[config.mk]
export PLATFORM = sky130hd
export DESIGN_NAME = bht_update_sched
export DESIGN_NICKNAME = d
export VERILOG_FILES = /design/src/rtl/bht_update_sched.sv
export SDC_FILE = /design/constraint.sdc
export NUM_CORES = 1
export LEC_CHECK = 0
export ABC_AREA = 1
export CORE_MARGIN = 2
export CORE_UTILIZATION = 30
export DETAILED_ROUTE_END_ITERATION = 8
export SKIP_LAST_GASP = 1
export SLEW_MARGIN = 20
export SYNTH_ARGS = -nofsm -noshare
export SYNTH_HDL_FRONTEND = slang
export SYNTH_SLANG_ARGS = --single-unit
[constraint.sdc]
create_clock -name clk -period 3.7 [get_ports clk]
set_input_delay 0.37 -clock clk [delete_from_list [all_inputs] [get_ports clk]]
set_output_delay 0.37 -clock clk [all_outputs]
set_load 0.05 [all_outputs]
[src/rtl/bht_update_sched.sv]
// Retired-branch update queue feeding the single BHT update port.
// Optional: BHT_SCHED_HAZARD_EN builds the bht_id1 pending-update compare.
module bht_update_sched #(
  parameter int DEPTH = 4,
  parameter int IDX_W = 8,
  parameter int CNT_W = 3
) (
  input  logic             clk,
  input  logic             rst,
  input  logic             rdy,
  input  logic             Clear_flag,
  input  logic             rob_upd_valid,
  input  logic [IDX_W-1:0] rob_upd_idx,
  input  logic             rob_upd_wrong,
  output logic             rob_upd_ready,
  output logic             ROB_to_BHT_needchange,
  output logic             ROB_to_BHT_needchange2,
  output logic [IDX_W-1:0] bht_id2,
  output logic [CNT_W-1:0] upd_count,
  output logic             upd_pending_hit,
  input  logic [IDX_W-1:0] bht_id1
);

  localparam int PTR_W = $clog2(DEPTH);
  localparam logic [CNT_W-1:0] FULL = CNT_W'(DEPTH);

  typedef struct packed {
    logic [IDX_W-1:0] idx;
    logic             wrong;
  } ent_t;

  ent_t             ent_q [DEPTH];
  logic [PTR_W-1:0] head_q;
  logic [PTR_W-1:0] tail_q;
  logic [CNT_W-1:0] cnt_q;

  logic enq;
  logic issue;
  logic nonempty;
  ent_t head_e;

  assign nonempty = (cnt_q != '0);
  assign head_e   = ent_q[head_q];

  assign rob_upd_ready = rdy && (cnt_q < FULL);
  assign enq   = rob_upd_valid && rob_upd_ready;
  assign issue = rdy && !Clear_flag && nonempty;

  assign ROB_to_BHT_needchange  = issue && head_e.wrong;
  assign ROB_to_BHT_needchange2 = issue && !head_e.wrong;
  assign bht_id2   = nonempty ? head_e.idx : '0;
  assign upd_count = cnt_q;

  always_ff @(posedge clk) begin
    if (rst) begin
      head_q <= '0;
      tail_q <= '0;
      cnt_q  <= '0;
      for (int i = 0; i < DEPTH; i++)
        ent_q[i] <= '0;
    end else begin
      if (enq) begin
        ent_q[tail_q] <= '{idx: rob_upd_idx,
                           wrong: rob_upd_wrong};
        tail_q <= tail_q + PTR_W'(1);
      end
      if (issue)
        head_q <= head_q + PTR_W'(1);
      unique case (1'b1)
        enq && !issue: cnt_q <= cnt_q + CNT_W'(1);
        issue && !enq: cnt_q <= cnt_q - CNT_W'(1);
        default:       cnt_q <= cnt_q;
      endcase
    end
  end

`ifdef BHT_SCHED_HAZARD_EN
  // An entry is live when its distance from head is below the occupancy.
  always_comb begin
    logic [PTR_W-1:0] off;
    upd_pending_hit = 1'b0;
    off = '0;
    for (int i = 0; i < DEPTH; i++) begin
      off = PTR_W'(i) - head_q;
      if ((CNT_W'(off) < cnt_q) &&
          (ent_q[i].idx == bht_id1))
        upd_pending_hit = 1'b1;
    end
  end
`else
  logic unused_id1;
  assign unused_id1 = ^bht_id1;
  assign upd_pending_hit = 1'b0;
`endif

endmodule

## Word level (Yosys, flattened, before mapping)

Memory sizes are Yosys's and may differ from the RTL's. A register that Yosys moved wholly into a read port is not among the register bits.
Cells that the tools add are included.

- $add $sub $neg: 4
- Order comparisons: 1
- Multiplexer cells: 12
- Reduce and logical (&&, ||, !) cells: 15

Operator list:

| kind | number |
|---|---|
| 9-bit two-way mux | 1 |
| 9-bit OR reduction | 1 |
| 1-bit logical AND | 8 |
| 8-bit two-way mux | 1 |
| 1-bit two-way mux | 6 |
| 2-bit two-way mux | 3 |
| 3-bit case mux with 2 select lines | 1 |
| 2-bit by 1-bit adder with 2-bit output (second input constant) | 2 |
| 1-bit logical NOT | 4 |
| 3-bit by 1-bit adder with 3-bit output (second input constant) | 1 |
| 3-bit less-than comparator (second input constant) | 1 |
| 3-bit nonzero test | 1 |
| 3-bit by 1-bit subtractor with 3-bit output (second input constant) | 1 |
| 2-bit nonzero test | 1 |

- Register bits after elaboration: 7
- RAM bits: 36
- Bits of input ports: 22
- Output and inout port bits: 15
- Word-level logic and storage cells: 36
- Memories kept: 1

Memory list:

| memory | words | bits a word | rd ports | clocked after memory_dff | write ports | line | text |
|---|---|---|---|---|---|---|---|
| ent_q | 4 | 9 | 1 | 1 | 4 | 32 | `ent_t ent_q [DEPTH];` |

## Logic depth before layout (Yosys ltp)

Gate-level depths: netlist of the first run.

- Depth after elaboration: 8
- Mapped depth: 14

## Least setup slack after synthesis of the first run

No wires, ideal clock.

- Kind: flip-flop to output port
- From: register cnt_q[2] (netlist: upd_count[2])
- To: output port bht_id2[0]
- Arrival: 1.858 ns
- Required time: 3.330 ns
- Path slack: 1.472 ns
- Cell stages (with the launch flop): 5
- Path buffers: 0
- Cells stage by stage: dfxtp_1 > inv_1 > nand2_1 > inv_1 > a21oi_1

- Word-level cells in the longest chain between the ends: 2

Ends and longest elaborated chain:

| item | line | text |
|---|---|---|
| start: declaration | 35 | `logic [CNT_W-1:0] cnt_q;` |
| start signal: assignment | 70 | `enq && !issue: cnt_q <= cnt_q + CNT_W'(1);` |
| start signal: assignment | 71 | `issue && !enq: cnt_q <= cnt_q - CNT_W'(1);` |
| start signal: assignment | 72 | `default: cnt_q <= cnt_q;` |
| 3-bit nonzero test | 42 | `assign nonempty = (cnt_q != '0);` |
| 8-bit two-way mux | 51 | `assign bht_id2 = nonempty ? head_e.idx : '0;` |
| end: declaration | 18 | `output logic [IDX_W-1:0] bht_id2,` |

No other way between the ends.

==> results by group, run 1 <==
Run status
  • Status: complete, no violations

CTS
  • Post_cts resized: 0
  • Clock root buffer: clkbuf_8
  • CTS Buf Count: 5
  • Worst-path clk slew: 0.07 ns
  • Clk_lat worst skew: 0.30 ns
  • Htree depth: 2
  • Clock sink count: 45
  • CTS tree: built
  • Max Root-Sink Buffers: 2
  • Postcts setup bufs: 0
  • Cts hold-fix bufs: 0

Detailed routing
  • First-pass detailed-route iteration total: 4
  • WL met3: 233 um
  • Routed WL: 4520 um
  • Wire per inst: 12.4 um
  • 1st-iter DRT viols: 65
  • Routed wl met2: 1970 um
  • Via count: 1562
  • Top Layer Used: met4
  • M1 wire length: 2250 um
  • DRC Markers: 0
  • Vias/cell: 4.29
  • Post-route ant nets: 0

STA
  • Slew @ Worst Pin: 0.535 ns
  • FMAX: 360 MHz
  • Final Max Slew Viols: 0
  • Final hold vios: 0
  • Slew margin rel.: 0.642
  • RSZ-0062 raised after global routing: no
  • Post-route setup TNS: 0 ns
  • Crit share post-route: 0.750
  • # setup viols final: 0
  • WHS: 0.496 ns
  • Final WS setup: 0.925 ns
  • Final critical-path required period: 2.77 ns
  • Final Skew: 0.00541 ns

Yosys
  • Post-synth top flop: edfxtp_1
  • Synth unique cells: 21
  • Cells after synthesis: 237
  • Synth Cell Area: 2150 um^2
  • EDFF count, synth: 36
  • Ys Warns: 0
  • Fraction of registers with async set/reset: 0
  • Post-Syn Nets: 261
  • Sequential fraction of the synthesis area: 0.586
  • FF+latch count, synth: 45
  • Avg Inst Size Synth: 9.09 um^2

Worst setup path
  • CP max FO: 17
  • WP data arrival: 2.40 ns
  • Kind of critical path: register to primary output
  • Worst setup SP type: register
  • WP buf/inv: 2
  • Worst path required time: 3.33 ns
  • Worst path max stage delay: 0.85 ns
  • CP max stage cell: clkdlybuf4s50_1
  • Cell Chain, Critical Path: clkinv_1 > nor2_1 > o21ai_1 > a21oi_1 > clkdlybuf4s50_1
  • Critical path's top delay family: buffers and inverters
  • Crit path capture type: primary output

Floorplanning
  • Die area: 7870 um^2
  • Die Ht: 88.7 um
  • # IOs: 37
  • Initial core utilization: 0.313
  • Die width: 88.7 um
  • Core outline area: 6870 um^2
  • Row cnt: 30

Placed design
  • Gpl congestion: 0.702
  • Pre-CTS setup slack: 1.20 ns
  • Placed insts: 356
  • Dpl hpwl: 3010 um
  • Port buffer count: 27

Job
  • # Max-Cap Violations: 0

Finish
  • Leading cell type in the layout, fill and taps excluded: nand2_1
  • Layout Area Growth over Synthesis: 20.9%
  • Post-Layout Cell Count: 364
  • Fin nets: 291
  • Most frequent cells in the layout: nand2_1 (63), nor2_1 (54), edfxtp_1 (36), clkdlybuf4s50_1 (27), inv_1 (22)
  • ANT cells: 0
  • Share of layout cells above drive strength 1: 0.0858

Power and ir drop
  • Clock network power share: 0.277
  • Sw Share: 0.292
  • Gate power share: 0.200
  • P_sw: 327 uW
  • Int Power: 792 uW
  • Lkg Pwr: 1.12 nW
  • PwrDens: 430 nW/um^2
  • Flop pwr share: 0.523
  • Worst vdd ir: 0.000193 V

Global route
  • Initial antenna violation count: 0
  • Global-route usage over all layers: 0.124
  • Pin count of the biggest net entering global routing: 19
  • First-pass GRT wire length: 7090 um
  • Vias in the first global route: 1484
  • Aggregate global routing overflow: 0

Min path
  • Hold crit path type: register to register
[stage by stage]
stage / utilization / total power, mW / area, um^2
3_3_place_gp: 0.366 / 0.820 / 2510
5_1_grt: 0.379 / 1.16 / 2600
3_5_place_dp: 0.366 / 0.822 / 2510
4_1_cts: 0.379 / 1.13 / 2600
6_report: 0.379 / 1.12 / 2600
2_1_floorplan: - / 0.743 / 2150
[logic make-up (layout without fill, tap and decap cells)]
| family | Yosys count | count (layout) | share of synthesized area |
|---|---|---|---|
| flops | 45 | 45 | 0.586 |
| other cells | 1 | 1 | 0.00174 |
| fa+ha+maj | 2 | 2 | 0.0151 |
| compound gates | 25 | 25 | 0.0581 |
| simple gates | 131 | 131 | 0.269 |
| buf+inv | 33 | 64 | 0.0703 |
[final cells by class]
cell class / count / area (um^2)
clock buffer: 8 / 90.1
fill: 717 / 4270
inverter: 26 / 97.6
multi-input combinational: 159 / 741
sequential: 45 / 1260
tap: 96 / 120
timing repair buffer: 30 / 293
[cell usage after synthesis (3+ instances only)]
master	instances	area share
o21ai_0	12	0.028
nand2_4	9	0.047
a21oi_1	12	0.028
dfxtp_1	9	0.084
nand2_1	63	0.11
edfxtp_1	36	0.50
buf_2	3	0.0070
inv_1	22	0.038
nor2_1	54	0.094
[worst min-delay path, cell delays in order (launching register included)]
cell and delay (ns):
dfxtp_1 0.33, nor2_1 0.06, nor2_1 0.08
[worst paths after layout]
check | startpoint | end | slack (ns) | cells past startpoint
worst max-delay path | register | bht_id2[1] | 0.93 | 5
worst max register to register | upd_count[2] | ent_q[0][1] | 1.77 | 6
worst min-delay path | head_q[0] | register | 0.50 | 2
worst min register to register | head_q[0] | register | 0.50 | 2
[power groups by stage]
stage | Clock, mW | Combinational (mW) | Sequential (mW)
after floorplan | 0 | 0.137 | 0.605
after global placement | 0 | 0.224 | 0.596
after detailed placement | 0 | 0.225 | 0.597
after CTS | 0.317 | 0.226 | 0.585
after global routing | 0.334 | 0.243 | 0.588
final | 0.311 | 0.224 | 0.585
[per-layer routing]
layer | global-route usage | vias up
met4 | 0.0455 | 0
met2 | 0.191 | 41
met1 | 0.168 | 714
met5 | 0 | -
li1 | - | 799
met3 | 0.0299 | 8
[state kept, by name, summed over array words and instances, names as in the netlist, named ones only]
register / cells
ent_q: 36
upd_count: 3
head_q: 2
tail_q: 2
(Power assumes the default switching activity.)
==> inputs of run 2 (changes only) <==
==> constraint.sdc (replaced) <==
create_clock -name clk -period 2.7 [get_ports clk]
set_input_delay 0.27 -clock clk [delete_from_list [all_inputs] [get_ports clk]]
set_output_delay 0.27 -clock clk [all_outputs]
set_load 0.05 [all_outputs]
==> results by group, run 2 (same netlist as run 1, synthesis figures left out) <==
Floorplanning
  • Die Ht: 88.7 um (unchanged)
  • Row cnt: 30 (unchanged)
  • Initial core utilization: 0.313 (unchanged)
  • Die width: 88.7 um (unchanged)
  • Core outline area: 6870 um^2 (unchanged)
  • Die area: 7870 um^2 (unchanged)
  • # IOs: 37 (unchanged)

Global route
  • Met1 usage: 0.169 (+0.000992)
  • Grt met2 use: 0.201 (+0.0102)
  • Vias in the first global route: 1516 (+2.2%)
  • Pin count of the biggest net entering global routing: 19 (unchanged)
  • Met3 GRT Util: 0.0345 (+0.00466)
  • Aggregate global routing overflow: 0 (unchanged)
  • First-pass GRT wire length: 7300 um (+2.9%)
  • Global-route usage over all layers: 0.125 (+0.00180)
  • GR peak layer: met2
  • Initial antenna violation count: 0 (unchanged)

STA
  • Slew @ Worst Pin: 0.505 ns (-0.0304 ns)
  • FMAX: 397 MHz
  • WHS: 0.489 ns (-0.00699 ns)
  • Final hold vios: 0 (unchanged)
  • Slew margin rel.: 0.663 (+0.0208)
  • Crit share post-route: 0.933
  • # setup viols final: 0 (unchanged)
  • Post-route setup TNS: 0 ns (unchanged)
  • RSZ-0062 raised after global routing: no
  • Final Max Slew Viols: 0 (unchanged)
  • Final Skew: 0.00331 ns (-0.00210 ns)
  • Final critical-path required period: 2.52 ns

Detailed routing
  • 1st-iter DRT viols: 116 (+78%)
  • Routed WL: 4530 um (+0.24%)
  • Vias/cell: 4.33 (+1.0%)
  • Wire per inst: 12.4 um (about the same)
  • Post-route ant nets: 0 (unchanged)
  • DRC Markers: 0 (unchanged)
  • Via count: 1582 (+1.3%)
  • First-pass detailed-route iteration total: 4 (unchanged)

Finish
  • Leading cell type in the layout, fill and taps excluded: nand2_1
  • Biggest register: ent_q
  • ANT cells: 0 (unchanged)
  • Share of layout cells above drive strength 1: 0.100 (+0.0146)
  • Fin area: 2600 um^2 (about the same)
  • Fillers: 703 (-2.0%)
  • Max reg flops: 36 (unchanged)
  • Most frequent cells in the layout: nand2_1 (63), nor2_1 (54), edfxtp_1 (36), inv_1 (22), clkdlybuf4s50_1 (22)
  • Layout Area Growth over Synthesis: 20.8% (about the same)
  • Fin nets: 293 (+0.69%)

Worst setup path
  • CP endpoint: bht_id2[4]
  • WP data arrival: 2.25 ns (-0.15 ns)
  • Worst reg2reg path endpoint: upd_count[2]
  • Crit path capture type: primary output
  • Worst path required time: 2.43 ns (-0.90 ns)
  • R2R Setup Slk: 0.80 ns (-0.97 ns)
  • Path depth of the worst reg2reg path: 13 (+7)
  • CP max FO: 18 (+1)
  • Worst setup SP type: register
  • Crit Reg-Reg Startpoint: upd_count[2]
  • Kind of critical path: register to primary output

CTS
  • Cts hold-fix bufs: 0 (unchanged)
  • Max Root-Sink Buffers: 2 (unchanged)
  • Post_cts resized: 0 (unchanged)
  • Htree depth: 2 (unchanged)
  • Clock sink count: 45 (unchanged)
  • Worst-path clk slew: 0.08 ns (about the same)
  • CTS Buf Count: 5 (unchanged)
  • CTS tree: built
  • Clk_lat worst skew: 0.29 ns (about the same)
  • Postcts setup bufs: 0 (unchanged)
  • Clock root buffer: clkbuf_8

Run status
  • Status: complete, no violations

Placed design
  • Placed instance area: 2520 um^2 (+0.30%)
  • Port buffer count: 27 (unchanged)
  • Dpl hpwl: 3110 um (+3.3%)
  • Gpl congestion: 0.723 (+3.0%)

Power and ir drop
  • Worst vdd ir: 0.000212 V (+9.8%)
  • Lkg Pwr: 1.16 nW (+3.7%)
  • PwrDens: 574 nW/um^2 (+34%)

Job
  • # Max-Cap Violations: 0 (unchanged)

Min path
  • Hold crit path type: register to register
[run 2: cell types whose count changed in the layout (fill, tap and decap cells not counted), sizes merged]
cell / previous run / this run
buf: 3 / 8
clkbuf: 8 / 6
clkdlybuf4s50: 27 / 22
clkinv: 2 / 3
dlymetal6s2s: 0 / 2
[run 2: routing by layer]
layer | routed length [um] | share of wire
met5 | 0 | 0
met4 | 45 | 0.0099
met3 | 211 | 0.047
met2 | 2060 | 0.46
met1 | 2210 | 0.49
[run 2: area by class of cell]
class	count	area, um^2	share of cell area
Multi-Input combinational cell	159	741	0.285
Clock buffer	6	72.6	0.0279
Sequential cell	45	1260	0.485
Tap cell	96	120	0.0462
Timing Repair Buffer	32	305	0.117
Clock inverter	1	3.75	0.00144
Inverter	26	97.6	0.0375
[run 2: worst min-delay path by stage]
| stage | from | end | slack (ns) | cells past startpoint |
|---|---|---|---|---|
| floorplan | rob_upd_idx[7] | ent_q[3][8] | 0.45 | 2 |
| global placement | head_q[0] | head_q[0] | 0.47 | 2 |
| detailed placement | head_q[0] | head_q[0] | 0.47 | 2 |
| CTS | head_q[0] | head_q[0] | 0.49 | 2 |
| global route | head_q[0] | head_q[0] | 0.52 | 2 |
| finish | head_q[0] | head_q[0] | 0.49 | 2 |
[run 2: worst max-delay path, cell delays in order, from the launching register on]
cell             delay [ns]
dfxtp_1                0.36
buf_4                  0.17
inv_2                  0.23
nand2_1                0.10
nand2_1                0.07
nand2_1                0.04
a21oi_1                0.15
clkdlybuf4s50_1        0.82
[run 2: per-stage QoR]
stage	power, mW	utilization	setup WS (ns)	std cells
CTS	1.51	0.378	0.119	365
finish	1.49	0.379	0.181	365
floorplan	1.02	-	0.572	237
global route	1.57	0.379	0.0174	365
detailed placement	1.13	0.367	0.453	358
global placement	1.12	0.367	0.499	358
[run 2: power breakdown]
group          internal, mW  switching [mW]
Sequential            0.784          0.0163
Combinational        0.0927           0.216
Clock                 0.175           0.210
Total                  1.05           0.442
